==> src/rtl/display_scan_controller.sv <==
// Time-multiplexed 4-digit scan controller arbitrating between two 16-bit sources, with frame-atomic snapshots.
// Optional leading-zero blanking is compiled in with `define LEADING_ZERO_BLANK_EN.
module display_scan_controller #(
  parameter int SCAN_DIV    = 100000,
  parameter int HOLD_FRAMES = 250
) (
  input  logic        clk,
  input  logic        reset,
  input  logic [15:0] a_data,
  input  logic        b_req,
  input  logic [15:0] b_data,
  output logic [3:0]  cathode,
  output logic [3:0]  digit_data,
  output logic        blank,
  output logic        owner,
  output logic        frame_tick
);

  localparam int PW = (SCAN_DIV > 1) ? $clog2(SCAN_DIV) : 1;
  localparam int HW = (HOLD_FRAMES > 1) ? $clog2(HOLD_FRAMES) : 1;

  typedef enum logic {SHOW_A = 1'b0, SHOW_B = 1'b1} state_t;

  logic [PW-1:0] prescaler;
  logic [1:0]    idx, idx_nxt;
  state_t        state, state_nxt;
  logic          pending, pending_nxt;
  logic [HW-1:0] hold, hold_nxt;
  logic [15:0]   frame_q, frame_nxt;
  logic          scan_tick, boundary, req_eff;
  logic [3:0]    cathode_nxt, digit_nxt;
  logic          blank_nxt;

  assign scan_tick = (prescaler == PW'(SCAN_DIV - 1));
  assign boundary  = scan_tick && (idx == 2'd3);
  assign req_eff   = pending | b_req;
  assign owner     = (state == SHOW_B);

  always_comb begin
    state_nxt   = state;
    pending_nxt = pending | b_req;
    hold_nxt    = hold;
    frame_nxt   = frame_q;
    idx_nxt     = scan_tick ? idx + 2'd1 : idx;
    if (boundary) begin
      case (state)
        SHOW_A: begin
          if (req_eff) begin
            state_nxt   = SHOW_B;
            pending_nxt = 1'b0;
            hold_nxt    = HW'(HOLD_FRAMES - 1);
            frame_nxt   = b_data;
          end else begin
            frame_nxt = a_data;
          end
        end
        SHOW_B: begin
          if (hold != '0) begin
            hold_nxt  = hold - HW'(1);
            frame_nxt = b_data;
          end else if (req_eff) begin
            pending_nxt = 1'b0;
            hold_nxt    = HW'(HOLD_FRAMES - 1);
            frame_nxt   = b_data;
          end else begin
            state_nxt = SHOW_A;
            frame_nxt = a_data;
          end
        end
        default: state_nxt = SHOW_A;
      endcase
    end
  end

  // Output stage looks ahead at the next digit and the freshly snapshotted frame.
  always_comb begin
    cathode_nxt = 4'b1111;
    digit_nxt   = 4'h0;
    blank_nxt   = 1'b0;
    case (idx_nxt)
      2'd0: begin cathode_nxt = 4'b0111; digit_nxt = frame_nxt[15:12]; end
      2'd1: begin cathode_nxt = 4'b1011; digit_nxt = frame_nxt[11:8];  end
      2'd2: begin cathode_nxt = 4'b1101; digit_nxt = frame_nxt[7:4];   end
      default: begin cathode_nxt = 4'b1110; digit_nxt = frame_nxt[3:0]; end
    endcase
`ifdef LEADING_ZERO_BLANK_EN
    case (idx_nxt)
      2'd0:    blank_nxt = (frame_nxt[15:12] == 4'h0);
      2'd1:    blank_nxt = (frame_nxt[15:8] == 8'h00);
      2'd2:    blank_nxt = (frame_nxt[15:4] == 12'h000);
      default: blank_nxt = 1'b0;
    endcase
`else
    blank_nxt = 1'b0;
`endif
  end

  always_ff @(posedge clk) begin
    if (reset) begin
      prescaler  <= '0;
      idx        <= 2'd3;
      state      <= SHOW_A;
      pending    <= 1'b0;
      hold       <= '0;
      frame_q    <= 16'h0000;
      cathode    <= 4'b1111;
      digit_data <= 4'h0;
      blank      <= 1'b1;
      frame_tick <= 1'b0;
    end else begin
      prescaler  <= scan_tick ? '0 : prescaler + PW'(1);
      idx        <= idx_nxt;
      state      <= state_nxt;
      pending    <= pending_nxt;
      hold       <= hold_nxt;
      frame_q    <= frame_nxt;
      frame_tick <= boundary;
      if (scan_tick) begin
        cathode    <= cathode_nxt;
        digit_data <= digit_nxt;
        blank      <= blank_nxt;
      end
    end
  end

endmodule

==> config.mk <==
export PLATFORM = sky130hd
export DESIGN_NAME = display_scan_controller
export DESIGN_NICKNAME = d
export VERILOG_FILES = /design/src/rtl/display_scan_controller.sv
export SDC_FILE = /design/constraint.sdc
export NUM_CORES = 1
export LEC_CHECK = 0
export ABC_CLOCK_PERIOD_IN_PS = 3200
export BUFFER_PORTS_ARGS = -buffer_cell sky130_fd_sc_hd__buf_2
export CORE_ASPECT_RATIO = 0.5
export CORE_UTILIZATION = 50
export DETAILED_ROUTE_END_ITERATION = 6
export GPL_TIMING_DRIVEN = 1
export PLACE_DENSITY = 0.72
export SYNTH_ARGS = -nofsm -noshare
export SYNTH_HDL_FRONTEND = slang
export SYNTH_SLANG_ARGS = --single-unit
==> constraint.sdc <==
create_clock -name clk -period 3.2 [get_ports clk]
set_input_delay 0.64 -clock clk [delete_from_list [all_inputs] [get_ports clk]]
set_output_delay 0.64 -clock clk [all_outputs]
set_load 0.01 [all_outputs]
==> results.yml, run 1 <==
place:
  place_hpwl_um: 5340
  portBuffers: 45
  place_congestion: 0.872
  place_area_sq_um: 3280
timing:
  setup_viol: 0
  relSlewSlack: 0.539
  layout_min_cycle_time_ns: 2.67
  hold_viol: 0
  max_freq_ghz: 0.375
  rsz0062_at_grt: "no"
  period_share: 0.833
  worst-slew-pin-transition_ns: 0.691
  skew_ns: 0.00582
  maxSlewViolCount: 0
  tns_ns: 0
flow_run:
  maxCapViolCount: 0
logic_synthesis:
  syn_nets: 419
  synthCells: 380
  ys_warn_count: 0
  ys_ff_latch: 55
  ys_types: 55
  synth_top_area_share: 0.365
  yosysMostFrequentCell: "nor2_1"
  synth.area.top_cells: "dfxtp_1, nor2_1, a21oi_1, mux2i_1, nand3_1"
  synthesis.area_sq_um: 3020
  synth_enable_flop_cells: 0
  ys.flop_type: "dfxtp_1"
  synth-seq-area-share: 0.365
  async_flop_share: 0
  synth_common_cells: "nor2_1, dfxtp_1, a21oi_1"
  avgSynthCellArea_sq_um: 7.95
  yosysTopAreaCell: "dfxtp_1"
global_route:
  grt_max_degree: 40
  grt_pass1_vias: 2716
  antenna_found_initial: 0
  grt_pass1_wl_um: 12200
  grt_overflow_total: 0
  grt.total_usage: 0.242
hold_path:
  hold_path.class: "flop to flop"
floorplan:
  die-area_sq_um: 6370
  start_util: 0.534
  dieHeight_um: 56.9
  io_pins: 46
  chipWidth_um: 112
  coreArea_sq_um: 5660
  row_count: 19
routing:
  wire_per_inst_um: 14.7
  dr.pass1.iters: 5
  antenna_left: 0
  first_iter_violations: 169
  drc: 0
  via_per_inst: 5.81
  vias: 2848
  wl_um: 7210
cells_and_area:
  syn_to_final_growth_pct: 12.9
  fin_area_sq_um: 3410
  fin_nets: 457
  layout-drive-gt1-share: 0.180
  n_antenna_cell: 0
  fill_cells: 529
clock_network:
  cts_sinks: 55
  ctsResizeCount: 0
  cts_buffer_depth: 2
  clk_latency_ns: 0.29
  postCtsHoldBufs: 0
  cts_buffers: 5
  clk_pin_slew_ns: 0.06
  post_cts_buffers: 0
  cts_tree: "done"
  clockRootBuffer: "clkbuf_16"
  htree_levels: 2
power_and_ir_drop:
  p_per_area_nw_per_um2: 378
  finalPower_uw: 1290
  p_leak_uw: 0.00132
  pwr-share-seq: 0.537
  intPower_uw: 1010
  clkPwrFrac: 0.398
  ir_worst_vdd_uv: 185
  swShare: 0.219
  combPwrFrac: 0.065
  switching_power_uw: 282
worst_setup_path:
  critPathRequiredTime_ns: 3.39
  cp-start-kind: "flop"
  cp_max_fo: 9
  worstPathArrival_ns: 2.85
  endpoint_kind: "flop"
  worstSetupPathType: "flop to flop"
status:
  outcome: "complete, no violations"
state kept, by name (all words and copies together), names as in the netlist:
register    cells
frame_q        16
pending         1
owner           1
digit_data      4
cathode         4
idx             2
blank           1
prescaler      17
hold            8
frame_tick      1
critical path: stages (launching register included):
cell,delay (ns)
dfxtp_1,0.35
nor4b_1,0.48
nand2_1,0.13
nor4_2,0.51
and2_1,0.49
mux2i_1,0.30
a21oi_1,0.10
a22o_1,0.19
layout by cell type, fill, tap and decap left out, drive strengths merged, types with 5 or more instances in the layout:
cell type,n
nor2,58
dfxtp,55
buf,50
a21oi,42
nand2,34
nand3,24
o21ai,16
mux2i,13
a211oi,12
inv,11
nor3,11
o211ai,8
xor2,7
xnor2,6
clkbuf,6
nand2b,5
nand4,5
area by class of cell:
type,instances,area (sq um),area share
Clock buffer,6,129,0.0378
Inverter,11,41.3,0.0121
Multi-Input combinational cell,295,1780,0.523
Sequential cell,55,1100,0.323
Tap cell,73,91.3,0.0268
Timing Repair Buffer,50,263,0.0771
stage by stage:
| step | utilization | hold WS [ns] | setup slack, ns | instances |
|---|---|---|---|---|
| CTS | 0.603 | 0.451 | 0.561 | 490 |
| global placement | 0.580 | 0.429 | 0.740 | 484 |
| floorplan | - | 0.430 | 1.09 | 380 |
| global route | 0.603 | 0.477 | 0.329 | 490 |
| finish | 0.603 | 0.446 | 0.533 | 490 |
| detailed placement | 0.580 | 0.436 | 0.571 | 484 |
cells by family (layout without fill, tap and decap cells):
kind of cell,count (synthesis),after routing,share of synthesized area
fa+ha+maj,4,4,0.0166
buf+inv,30,67,0.0443
mux,15,15,0.0506
simple gates,162,162,0.266
xor+xnor,13,13,0.0377
flops,55,55,0.365
compound gates,101,101,0.220
path summary, 6_finish.rpt:
kind	from	cells past startpoint	slack, ns	endpoint
max reg2reg	prescaler[11]	7	0.53	digit_data[3]
min reg2reg	blank	1	0.45	blank
min	blank	1	0.45	blank
max	prescaler[11]	7	0.53	digit_data[3]
power groups by stage:
stage	registers (uW)	logic, uW	clock network (uW)
floorplan	706	54.7	0
global placement	708	81.5	0
detailed placement	708	83.9	0
CTS	693	84.3	521
global route	693	92.4	552
finish	693	84.4	513
layer usage:
metal | track usage | wire, um | up-vias
met3 | 0.0616 | 378 | 10
met1 | 0.303 | 3430 | 1337
met4 | 0.0753 | 68 | 0
met5 | 0 | 0 | -
met2 | 0.416 | 3330 | 77
li1 | - | - | 1424
(Power assumes the default switching activity.)
==> run 2, diff against run 1 <==
--- a/config.mk
+++ b/config.mk
@@ -5,7 +5,7 @@
 export SDC_FILE = /design/constraint.sdc
 export NUM_CORES = 1
 export LEC_CHECK = 0
-export ABC_CLOCK_PERIOD_IN_PS = 3200
+export ABC_CLOCK_PERIOD_IN_PS = 2600
 export BUFFER_PORTS_ARGS = -buffer_cell sky130_fd_sc_hd__buf_2
 export CORE_ASPECT_RATIO = 0.5
 export CORE_UTILIZATION = 50
==> constraint.sdc (replaced) <==
create_clock -name clk -period 2.6 [get_ports clk]
set_input_delay 0.52 -clock clk [delete_from_list [all_inputs] [get_ports clk]]
set_output_delay 0.52 -clock clk [all_outputs]
set_load 0.01 [all_outputs]
==> run 2 against run 1 <==
Against the previous run: register-to-register slack got worse by 0.29 ns; first-iteration DRC count increased by 23%; count of clock-buffer cells in the layout unchanged; critical path depth unchanged; setup slack got worse by 0.29 ns; largest power group unchanged.
==> results.yml, run 2 (synthesized netlist as in run 1, its figures left out) <==
floorplan:
  coreArea_sq_um: 5660
  chipWidth_um: 112
  die-area_sq_um: 6370
  row_count: 19
  start_util: 0.534
  io_pins: 46
  dieHeight_um: 56.9
place:
  portBuffers: 45
  pre_cts_slack_ns: 0.281
  place_congestion: 0.904
  place_hpwl_um: 5480
  place_area_sq_um: 3310
timing:
  relSlewSlack: 0.628
  maxSlewViolCount: 0
  layout_min_cycle_time_ns: 2.35
  skew_ns: 0.00496
  worst-slew-pin-transition_ns: 0.557
  max_freq_ghz: 0.425
  period_share: 0.905
  worst_slack_ns: 0.246
  rsz0062_at_grt: "no"
  setup_viol: 0
  tns_ns: 0
  hold_viol: 0
worst_setup_path:
  rrSetupSlack_ns: 0.25
  cp_max_fo: 12
  path_cells: "nor4b_1 > and2b_1 > nand2_1 > a22oi_1 > o21ai_1 > a21oi_1 > a211oi_2"
  worstPathArrival_ns: 2.53
  cp-start-kind: "flop"
  worstSetupPathType: "flop to flop"
  critPathRequiredTime_ns: 2.78
  worst_path_largest_cell_delay_ns: 0.51
  cp_slowest_cell: "nor4b_1"
  endpoint_kind: "flop"
power_and_ir_drop:
  finalPower_uw: 1760
  p_leak_uw: 0.00136
  combPwrFrac: 0.061
  clkPwrFrac: 0.453
  swShare: 0.213
  pwr-share-seq: 0.485
  p_per_area_nw_per_um2: 503
  ir_worst_vdd_uv: 241
  switching_power_uw: 375
  intPower_uw: 1380
clock_network:
  cts_tree: "done"
  clk_pin_slew_ns: 0.07
  clockRootBuffer: "clkbuf_16"
  ctsResizeCount: 0
  postCtsHoldBufs: 0
  cts_buffers: 5
  post_cts_buffers: 0
  cts_buffer_depth: 2
  htree_levels: 2
  cts_sinks: 55
  clk_latency_ns: 0.29
cells_and_area:
  fin_area_sq_um: 3490
  largest_reg_flops: 17
  n_antenna_cell: 0
  largest_registers: "prescaler x17, frame_q x16, hold x8"
  fill_cells: 493
  layout-drive-gt1-share: 0.194
  regMostFlops: "prescaler"
  final_common_cell: "nor2_1"
  fin_util: 0.617
  fin_nets: 461
  final_cell_mix: "nor2_1, dfxtp_1, buf_2"
  syn_to_final_growth_pct: 15.5
  seq_area_sq_um: 1100
  multi_input_comb_area_sq_um: 1780
global_route:
  grt_max_degree: 34
  gr-usage-met1: 0.326
  use_met3: 0.0638
  grt_overflow_total: 0
  use_met2: 0.393
  grt_pass1_wl_um: 12200
  grt.total_usage: 0.244
  busiest_layer: "met2"
  grt_pass1_vias: 2566
  antenna_found_initial: 0
routing:
  antenna_left: 0
  vias: 2858
  first_iter_violations: 208
  drc: 0
  wl_um: 7460
  dr.pass1.iters: 5
  wire_per_inst_um: 15.0
  via_per_inst: 5.76
hold_path:
  hold_path.class: "flop to flop"
status:
  outcome: "complete, no violations"
flow_run:
  maxCapViolCount: 0
==> run 2: cell types whose count changed in the layout (fill, tap and decap cells not counted), sizes merged <==
cell    previous run  this run
bufinv             0         1
inv               11        12
buf               50        54
==> run 2: metrics by stage <==
stage | std cells | hold slack (ns)
2_1_floorplan | 380 | 0.430
3_3_place_gp | 488 | 0.431
3_5_place_dp | 488 | 0.448
4_1_cts | 496 | 0.462
5_1_grt | 496 | 0.482
6_report | 496 | 0.460
==> run 2: final timing paths <==
check                start             to  depth (start not counted)
min reg2reg    frame_q[11]    frame_q[11]                          2
max reg2reg  prescaler[11]  digit_data[2]                          7
max          prescaler[11]  digit_data[2]                          7
min            frame_q[11]    frame_q[11]                          2
==> run 2: final cells by class <==
| type | count | area share |
|---|---|---|
| multi-input cells | 295 | 0.511 |
| flip-flops and latches | 55 | 0.316 |
| repair buffers | 54 | 0.0839 |
| clock buffers | 6 | 0.0398 |
| well taps | 73 | 0.0262 |
| inverters | 11 | 0.0118 |
| clock inverters | 2 | 0.0111 |
==> run 2: power by group through the flow <==
stage	Combinational, uW	Clock [uW]	Sequential [uW]
final	108	796	852
after global routing	119	846	852
after CTS	107	816	852
after detailed placement	107	0	872
after global placement	104	0	871
after floorplan	67.3	0	869
==> run 2: per-layer routing <==
layer	vias up	part of all wire
met5	-	0
met4	0	0.012
met3	12	0.051
met2	78	0.46
met1	1337	0.48
li1	1431	-
==> run 2: worst max-delay path: cells and delay by family (launching register included) <==
family             cells  cell delay, ns
DFF                    1            0.36
AOI/OAI and AO/OA      4            0.77
and+or+nand+nor        3            1.11
==> run 3, diff against run 2 <==
--- a/config.mk
+++ b/config.mk
@@ -12,6 +12,7 @@
 export DETAILED_ROUTE_END_ITERATION = 6
 export GPL_TIMING_DRIVEN = 1
 export PLACE_DENSITY = 0.72
+export SETUP_SLACK_MARGIN = 0.4
 export SYNTH_ARGS = -nofsm -noshare
 export SYNTH_HDL_FRONTEND = slang
 export SYNTH_SLANG_ARGS = --single-unit
==> run 3 against run 2 <==
Against the previous run: highest routed layer unchanged; final area rose by 4.0%; sequential cell count did not move; cell count is 1.0% higher; setup slack improved by 0.22 ns; critical path depth unchanged; combinational power up 5%; count of clock-buffer cells in the layout is the same; largest power group unchanged.
==> results.yml, run 3 (synthesized netlist as in run 1, its figures left out) <==
power_and_ir_drop:
  finalPower_uw: 1760
  swShare: 0.214
  p_per_area_nw_per_um2: 486
  ir_worst_vdd_uv: 238
  switching_power_uw: 378
  pwr-share-seq: 0.485
  intPower_uw: 1380
  combPwrFrac: 0.064
  clkPwrFrac: 0.451
  p_leak_uw: 0.00142
timing:
  worst-slew-pin-transition_ns: 0.565
  worst_slack_ns: 0.463
  period_share: 0.822
  setup_viol: 0
  tns_ns: 0
  maxSlewViolCount: 0
  skew_ns: 0.00530
  hold_viol: 0
  relSlewSlack: 0.622
  layout_min_cycle_time_ns: 2.14
  whs_ns: 0.460
  rsz0062_at_grt: "yes"
  max_freq_ghz: 0.468
floorplan:
  dieHeight_um: 56.9
  die-area_sq_um: 6370
  io_pins: 46
  start_util: 0.534
  coreArea_sq_um: 5660
  chipWidth_um: 112
  row_count: 19
worst_setup_path:
  path_buf_inv: 0
  rrSetupSlack_ns: 0.46
  cp_slowest_cell: "or3b_4"
  cp-start-kind: "flop"
  endpoint_kind: "flop"
  r2r_cells: 7
  cp_max_fo: 5
  r2r_start: "prescaler[7]"
  worstReg2RegEnd: "digit_data[0]"
  worstPathArrival_ns: 2.35
  worstSetupPathType: "flop to flop"
  worst_path_largest_cell_delay_ns: 0.44
  path_cells: "or3b_4 > or3_4 > nor3_4 > a22oi_1 > o21ai_1 > a21oi_1 > a211oi_2"
  cp_top_family: "simple AND/OR/NAND/NOR gates"
  critPathRequiredTime_ns: 2.82
global_route:
  grt_pass1_vias: 2563
  antenna_found_initial: 0
  grt_overflow_total: 0
  grt_pass1_wl_um: 12300
  use_met2: 0.393
  grt_max_degree: 34
  gr-usage-met1: 0.334
  grt.total_usage: 0.246
  busiest_layer: "met2"
  use_met3: 0.0584
hold_path:
  hold_depth: 2
  hold_path.class: "flop to flop"
  hold_end: "frame_q[11]"
  worstHoldStart: "frame_q[11]"
clock_network:
  postCtsHoldBufs: 0
  htree_levels: 2
  clk_latency_ns: 0.30
  clk_pin_slew_ns: 0.07
  cts_sinks: 55
  clockRootBuffer: "clkbuf_16"
  cts_buffer_depth: 2
  cts_tree: "done"
  cts_buffers: 5
cells_and_area:
  fin_nets: 466
  layout-drive-gt1-share: 0.238
  largest_registers: "prescaler x17, frame_q x16, hold x8"
  regMostFlops: "prescaler"
  final_cell_mix: "nor2_1, dfxtp_1, buf_2"
  final_common_cell: "nor2_1"
  multi_input_comb_area_sq_um: 1880
  fill_cells: 470
  syn_to_final_growth_pct: 20.1
  largest_reg_flops: 17
  n_antenna_cell: 0
  seq_area_sq_um: 1110
place:
  pre_cts_slack_ns: 0.281
  place_congestion: 0.904
  place_hpwl_um: 5480
  portBuffers: 45
routing:
  first_iter_violations: 246
  antenna_left: 0
  wire_per_inst_um: 15.4
  drc: 0
  via_per_inst: 5.84
  dr.pass1.iters: 5
  vias: 2926
  wl_um: 7740
flow_run:
  maxCapViolCount: 0
status:
  outcome: "complete, no violations"
==> run 3: per-stage QoR <==
step / area [sq um] / utilization / std cells
global placement: 3310 / 0.585 / 488
CTS: 3510 / 0.620 / 496
floorplan: 3020 / - / 380
finish: 3630 / 0.641 / 501
global route: 3630 / 0.641 / 501
detailed placement: 3310 / 0.585 / 488
==> run 3: layer usage <==
metal / routed length [um] / up-vias
li1: - / 1443
met2: 3500 / 104
met3: 472 / 14
met4: 112 / 0
met1: 3650 / 1365
met5: 0 / -
==> run 3: worst max-delay path by stage <==
stage          slack [ns]           from       endpoint  cells past startpoint
3_5_place_dp         0.28  prescaler[11]  digit_data[3]                      7
5_1_grt              0.39        hold[0]  digit_data[1]                      9
2_1_floorplan        0.61          b_req  digit_data[1]                      7
3_3_place_gp         0.36  prescaler[11]  digit_data[3]                      7
4_1_cts              0.40        hold[0]  digit_data[1]                      9
6_report             0.46   prescaler[7]  digit_data[0]                      7
==> run 3: tightest hold or removal path: cells and delay by family, from the launching register on <==
kind             cells  cell delay (ns)
AND/OR/NAND/NOR      1             0.05
flip-flops           1             0.31
AO/OA/AOI/OAI        1             0.05
==> run 3: power by group through the flow <==
stage	clock (uW)	combinational [uW]	sequential, uW
after floorplan	0	67.3	869
after global placement	0	104	871
after detailed placement	0	107	872
after CTS	816	107	852
after global routing	846	124	855
final	795	113	854
==> run 3: area by class of cell <==
class,count,share of cell area
Clock buffer,6,0.0383
Timing Repair Buffer,59,0.0921
Sequential cell,55,0.305
Inverter,11,0.0114
Clock inverter,2,0.0107
Multi-Input combinational cell,295,0.517
Tap cell,73,0.0252
==> run 3: timing repair <==
item,in CTS,in global routing
pin swaps,0,4
resized for setup,5,18
endpoints found under the hold margin,0,0
setup buffers,0,5
gates cloned,0,0
endpoints found under the setup margin,21,37
